[src/rtl/decoder_pkg.sv]
// -----------------------------------------------------------------------------
// decoder_pkg
//   Shared constants, width helper and one-hot vector type for the binary
//   one-hot decoder family (decoder_2to4 and its onehot_check helper).
//
//   DEC_IN_W_DEFAULT  : default select width (2 -> 4-bit one-hot)
//   dec_out_w(in_w)   : one-hot width for a given select width (2**in_w)
//   dec_onehot_t      : one-hot vector type at the default width
// -----------------------------------------------------------------------------
package decoder_pkg;

    localparam int DEC_IN_W_DEFAULT = 2;

    // Every select value maps to exactly one output bit, so the output width
    // is always a full power of two and there are no out-of-range selects.
    function automatic int dec_out_w(input int in_w);
        return 1 << in_w;
    endfunction

    localparam int DEC_OUT_W_DEFAULT = 1 << DEC_IN_W_DEFAULT;

    typedef logic [DEC_OUT_W_DEFAULT-1:0] dec_onehot_t;

endpackage : decoder_pkg

[src/rtl/decoder_2to4_onehot_check.sv]
// -----------------------------------------------------------------------------
// onehot_check
//   Combinational one-hot integrity check. Flags a vector whose population
//   count is not exactly one while the check is enabled.
//
//   Parameters:
//     W       : vector width
//   Ports:
//     vec     in   W   vector under test
//     chk_en  in   1   check qualifier (vector is meaningful this cycle)
//     err     out  1   chk_en && popcount(vec) != 1
// -----------------------------------------------------------------------------
module onehot_check
    import decoder_pkg::*;
#(
    parameter int W = DEC_OUT_W_DEFAULT
) (
    input  logic [W-1:0] vec,
    input  logic         chk_en,
    output logic         err
);

    // Both the all-zero vector and any multi-hot vector are errors.
    assign err = chk_en && ($countones(vec) != 1);

endmodule : onehot_check

[src/rtl/decoder_2to4.sv]
// -----------------------------------------------------------------------------
// decoder_2to4
//   Binary-to-one-hot decoder with an input valid qualifier and an output
//   valid flag aligned with the decoded data. Used as a generic address/select
//   decode primitive (chip selects, mux steering).
//
//   Parameters:
//     IN_W     : select width in bits, legal range 1..6
//     OUT_W    : one-hot width, derived as 2**IN_W (do not override)
//     REG_OUT  : 1 = registered output, 1-cycle latency
//                0 = combinational pass-through (reset has no effect on it)
//
//   Ports:
//     clk         in   1      rising-edge clock
//     rst_n       in   1      asynchronous active-low reset
//     in_valid    in   1      qualifies in for decode this cycle
//     in          in   IN_W   binary select value, unsigned
//     out         out  OUT_W  one-hot decode, bit[in] set
//     out_valid   out  1      out holds a freshly decoded value
//     onehot_err  out  1      (DECODER_ONEHOT_CHK_EN only) sticky flag, set
//                             when out_valid=1 and out is not one-hot
//
//   Build option:
//     DECODER_ONEHOT_CHK_EN  : adds the onehot_err port and its checker.
//
//   Handshake: in_valid/out_valid are pure qualifiers with no ready. Every
//   cycle with in_valid=1 produces exactly one out_valid=1 cycle (next cycle
//   when registered, same cycle when combinational); there is no backpressure
//   and back-to-back inputs decode without bubbles.
// -----------------------------------------------------------------------------
module decoder_2to4
    import decoder_pkg::*;
#(
    parameter int IN_W    = DEC_IN_W_DEFAULT,
    parameter int OUT_W   = dec_out_w(IN_W),
    parameter bit REG_OUT = 1'b1
) (
    input  logic             clk,
    input  logic             rst_n,
    input  logic             in_valid,
    input  logic [IN_W-1:0]  in,
    output logic [OUT_W-1:0] out,
    output logic             out_valid
`ifdef DECODER_ONEHOT_CHK_EN
    ,
    output logic             onehot_err
`endif
);

    // Raw decode of the current select, independent of the qualifier.
    logic [OUT_W-1:0] dec_vec;

    assign dec_vec = {{(OUT_W-1){1'b0}}, 1'b1} << in;

    if (REG_OUT) begin : g_reg
        logic [OUT_W-1:0] out_q;
        logic             valid_q;

        // out_q keeps its last decode through idle cycles; only valid_q
        // tells the consumer whether it is fresh. Reset clears both, which
        // also drops any decode that was captured just before reset.
        always_ff @(posedge clk or negedge rst_n) begin
            if (!rst_n) begin
                out_q   <= '0;
                valid_q <= 1'b0;
            end else begin
                valid_q <= in_valid;
                if (in_valid) begin
                    out_q <= dec_vec;
                end
            end
        end

        assign out       = out_q;
        assign out_valid = valid_q;
    end else begin : g_comb
        // Unlike the registered path, idle cycles present all-zero here.
        assign out       = in_valid ? dec_vec : '0;
        assign out_valid = in_valid;
    end

`ifdef DECODER_ONEHOT_CHK_EN
    logic chk_err;

    onehot_check #(
        .W (OUT_W)
    ) u_onehot_check (
        .vec    (out),
        .chk_en (out_valid),
        .err    (chk_err)
    );

    // Sticky until reset so a single bad cycle is never lost.
    always_ff @(posedge clk or negedge rst_n) begin
        if (!rst_n) begin
            onehot_err <= 1'b0;
        end else if (chk_err) begin
            onehot_err <= 1'b1;
        end
    end
`endif

endmodule : decoder_2to4

[config.mk]
export PLATFORM = sky130hd
export DESIGN_NAME = decoder_2to4
export DESIGN_NICKNAME = d
export VERILOG_FILES = /design/src/rtl/decoder_pkg.sv /design/src/rtl/decoder_2to4_onehot_check.sv /design/src/rtl/decoder_2to4.sv
export SDC_FILE = /design/constraint.sdc
export NUM_CORES = 1
export LEC_CHECK = 0
export ABC_AREA = 1
export ABC_CLOCK_PERIOD_IN_PS = 1100
export CORE_AREA = 2 2 39 41
export CTS_CLUSTER_DIAMETER = 120
export DETAILED_ROUTE_END_ITERATION = 6
export DIE_AREA = 0 0 41 43
export HOLD_SLACK_MARGIN = 0.05
export MAX_ROUTING_LAYER = met4
export PLACE_DENSITY = 0.39
export SLEW_MARGIN = 40
export SYNTH_ARGS = -nofsm -noshare
export SYNTH_HDL_FRONTEND = slang
export SYNTH_SLANG_ARGS = --single-unit
[constraint.sdc]
create_clock -name clk -period 1.1 [get_ports clk]
set_input_delay 0.165 -clock clk [delete_from_list [all_inputs] [get_ports clk]]
set_output_delay 0.165 -clock clk [all_outputs]
set_load 0.01 [all_outputs]
Yosys cells after proc, flatten, opt, wreduce, memory -nomap -nowiden
Cells that the tools add are included.
{"block": "totals", "regBits": 5, "latchBits": 0, "ram_bits": 0, "rom_bits": 0, "in_bits": 5, "wordCells": 3, "n_memories": 0}
{"block": "classes", "n_addsub": 0, "n_mul": 0, "n_div": 0, "n_lt_le_gt_ge": 0, "eq_ne": 0, "shift": 1, "mux": 0, "bitwise_logic": 0, "n_reduce_logical": 0}
{"op": "<< shifter 1 x 2 -> 4 bit, first input constant", "count": 1}

Longest topological paths before layout
{"block": "depth", "ltp_word": 1, "mapped_depth": 3, "depth_no_buf": 3}

Worst setup path after synthesis
No wires, ideal clock.
{"block": "synth_timing", "path_type": "register -> register", "startpoint": "register, netlist name out[1]", "endpoint": "register g_reg.out_q[1] (netlist: out[1])", "arrival_ns": 0.503, "t_required_ns": 0.983, "path_slack_ns": 0.480, "stages_incl_launch_ff": 3, "n_path_buf": 0, "period_less_slack_ns": 0.620, "path_cell_list": "dfrtp_1 -> nand2_1 -> nand2_1"}
{"element": "end signal: assignment", "line_no": "decoder_2to4.sv:69", "text": "out_q <= dec_vec;"}
{"element": "end: declaration", "line_no": "decoder_2to4.sv:56", "text": "logic [OUT_W-1:0] out_q;"}

Worst setup path after layout
{"block": "layout_timing", "startpoint": "register g_reg.out_q[0] (netlist: out[0])", "endpoint": "output port out[0]"}
{"element": "end: declaration", "line_no": "decoder_2to4.sv:42", "text": "output logic [OUT_W-1:0] out,"}
No word-level cell between the ends.

==> out/qor.txt <==
Status = complete, no violations
RR Startpoint = out[1]$_DFFE_PN0P_
Peak supply drop = 0.3829 mV
Switching Power = 111.1 µW
Initial antenna violation count = 0
Share of cells above drive strength 1 = 11.76%
Internal = 367.0 µW
Critical path's largest stage delay = 0.37 ns
P per Cell Area = 1493 nW/µm²
FMAX = 948.3 MHz
N_diodes = 0
Total track usage = 7.039%
Vias per cell = 3.380
Critical Path End Type = primary output
CTS tree = yes
I/O Pins = 10
Clk slew on worst S/H paths = 0.04 ns
Syn Nets = 26
WP data required = 0.94 ns
First-pass GRT wire length = 717 µm
CP max FO = 2
Post-route ant nets = 0
DRC Markers = 0
MaxCap Viol Count = 0
Number of port buffers = 9
R2R Path End = out[1]$_DFFE_PN0P_
R2R setup slack = 0.51 ns
Setup TNS = 0 ns
Buf+Inv Stages, Crit Path = 1
WL/cell = 8.540 µm
Vias in the first global route = 163
Most common cell after layout, fill and taps aside = nand2_1
Dpl cells = 46
Synth cell types = 6
CP Depth = 1
Crit start category = flip-flop
Cts hold-fix bufs = 0
Sequential area share after synthesis = 66.23%
Layout Nets = 40
Area delta synth->final = 69.54%
Row count = 14
Starting DRT DRC Count = 2
Delay-heaviest family, CP = flip-flops
Via count = 169
Pre-Repair DR Iteration Count = 4
Initial Util = 13.65%
Tmin final = 1.055 ns
Gp weighted congestion = 0.6620
Clock latency at the later pin of the worst-skew pair = 0.24 ns
Post-Route WL = 427 µm
Sequential power share = 42.5%
Die area = 1763 µm²
Hold Vio Cnt, Final = 0
CTS Buffer Depth = 2
Logic gate share of total power = 13.2%
WS Path Type = reg -> out
Total CTS buffers = 3
Synthesis-stage register bit count = 5
Cell Chain, Critical Path = dlygate4sd2_1
Commonest cells after routing, fill and taps aside = 9 x nand2_1, 5 x dfrtp_1, 4 x clkdlybuf4s50_1, 4 x dlygate4sd2_1
Leak Pwr = 0.1751 nW
Non-filler cells, final = 50
Clk_skew = 0 ns
Post-CTS setup buffers = 0
Syn_area_per_cell = 8.997 µm²
Die Ht = 43 µm
Core Region = 1384 µm²
Reg2reg path depth = 2
Critical-path top delay cell = dfrtp_1
Fin. max-slew vios = 0
Final setup viols = 0
RSZ-0062 raised after global routing = no
Root Buffer = clkbuf_4
Worst slew margin = 83.23%
Congestion Overflow GR = 0
Switching portion of total power = 23.24%
Hold Path Class = in -> async
Largest net degree at the start of global routing = 7
Clk pwr share = 44.3%
Num Clock Sinks = 5
CTS HTree Levels = 1
Tightest Pin Transition = 0.2507 ns
YS warnings = 0
Chip width = 41 µm
Post-synthesis cell area = 188.9 µm²
Arrival time worst endpoint = 0.89 ns
Mapped Cells = 21
Final Cycle Share = 95.86%
cells in the mapped netlist:
cell type,number,share of area [%]
nor2_1,1,2.0
nand2_1,9,18
inv_1,2,4.0
nand3_1,3,7.9
inv_2,1,2.0
dfrtp_1,5,66
worst max path at each step:
stage / from / end
after global placement: in_valid / out[1]$_DFFE_PN0P_
after global routing: out[3]$_DFFE_PN0P_ / out[3]
after detailed placement: in_valid / out[2]$_DFFE_PN0P_
after CTS: out[3]$_DFFE_PN0P_ / out[3]
final: out[0]$_DFFE_PN0P_ / out[0]
after floorplan: out[1]$_DFFE_PN0P_ / out[1]$_DFFE_PN0P_
repair_timing:
item,in CTS,in global routing
gates resized for setup,5,1
setup endpoints to repair,5,1
gates cloned,0,0
area by class of cell:
| class | count | area [µm²] |
|---|---|---|
| repair buffers | 9 | 85.08 |
| flip-flops and latches | 5 | 125.1 |
| inverters | 3 | 11.26 |
| multi-input cells | 13 | 52.55 |
| fillers | 154 | 1064 |
| well taps | 16 | 20.02 |
| clock buffers | 4 | 26.28 |
flip-flops by register name, indices dropped and copies added, names as in the netlist:
signal and count:
out_valid 1, out 4
cells by family (layout without fill, tap and decap cells):
logic type,Yosys count,count (layout),synth area share (%)
flops,5,5,66.23
buf+inv,3,16,5.960
simple gates,13,13,27.81
layer usage:
metal,vias to the layer above,wire [µm],GRT usage [%]
met5,-,0,-
met3,0,67,3.141
met1,66,236,10.49
met2,13,123,5.625
met4,0,0,8.000
li1,90,-,-
through the flow:
step           setup slack, ns  hold slack [ns]  util (%)  power [mW]  instance area, µm²
4_1_cts                0.02904           0.1532     23.06      0.4908               319.1
6_report               0.04549           0.1573     23.15      0.4782               320.3
3_5_place_dp           0.03463           0.4106     21.61      0.2782               299.0
3_3_place_gp           0.03340           0.4093     21.61      0.2792               299.0
5_1_grt               0.002806           0.1580     23.15      0.5153               320.3
2_1_floorplan           0.4798          -0.1306         -      0.2270               188.9
power by group through the flow:
stage | clock network [mW] | registers, mW | logic, mW
floorplan | 0 | 0.213 | 0.0137
global placement | 0 | 0.207 | 0.0727
detailed placement | 0 | 0.207 | 0.0717
CTS | 0.224 | 0.204 | 0.0634
global route | 0.239 | 0.205 | 0.0712
finish | 0.212 | 0.203 | 0.0632
(Power assumes the default switching activity.)
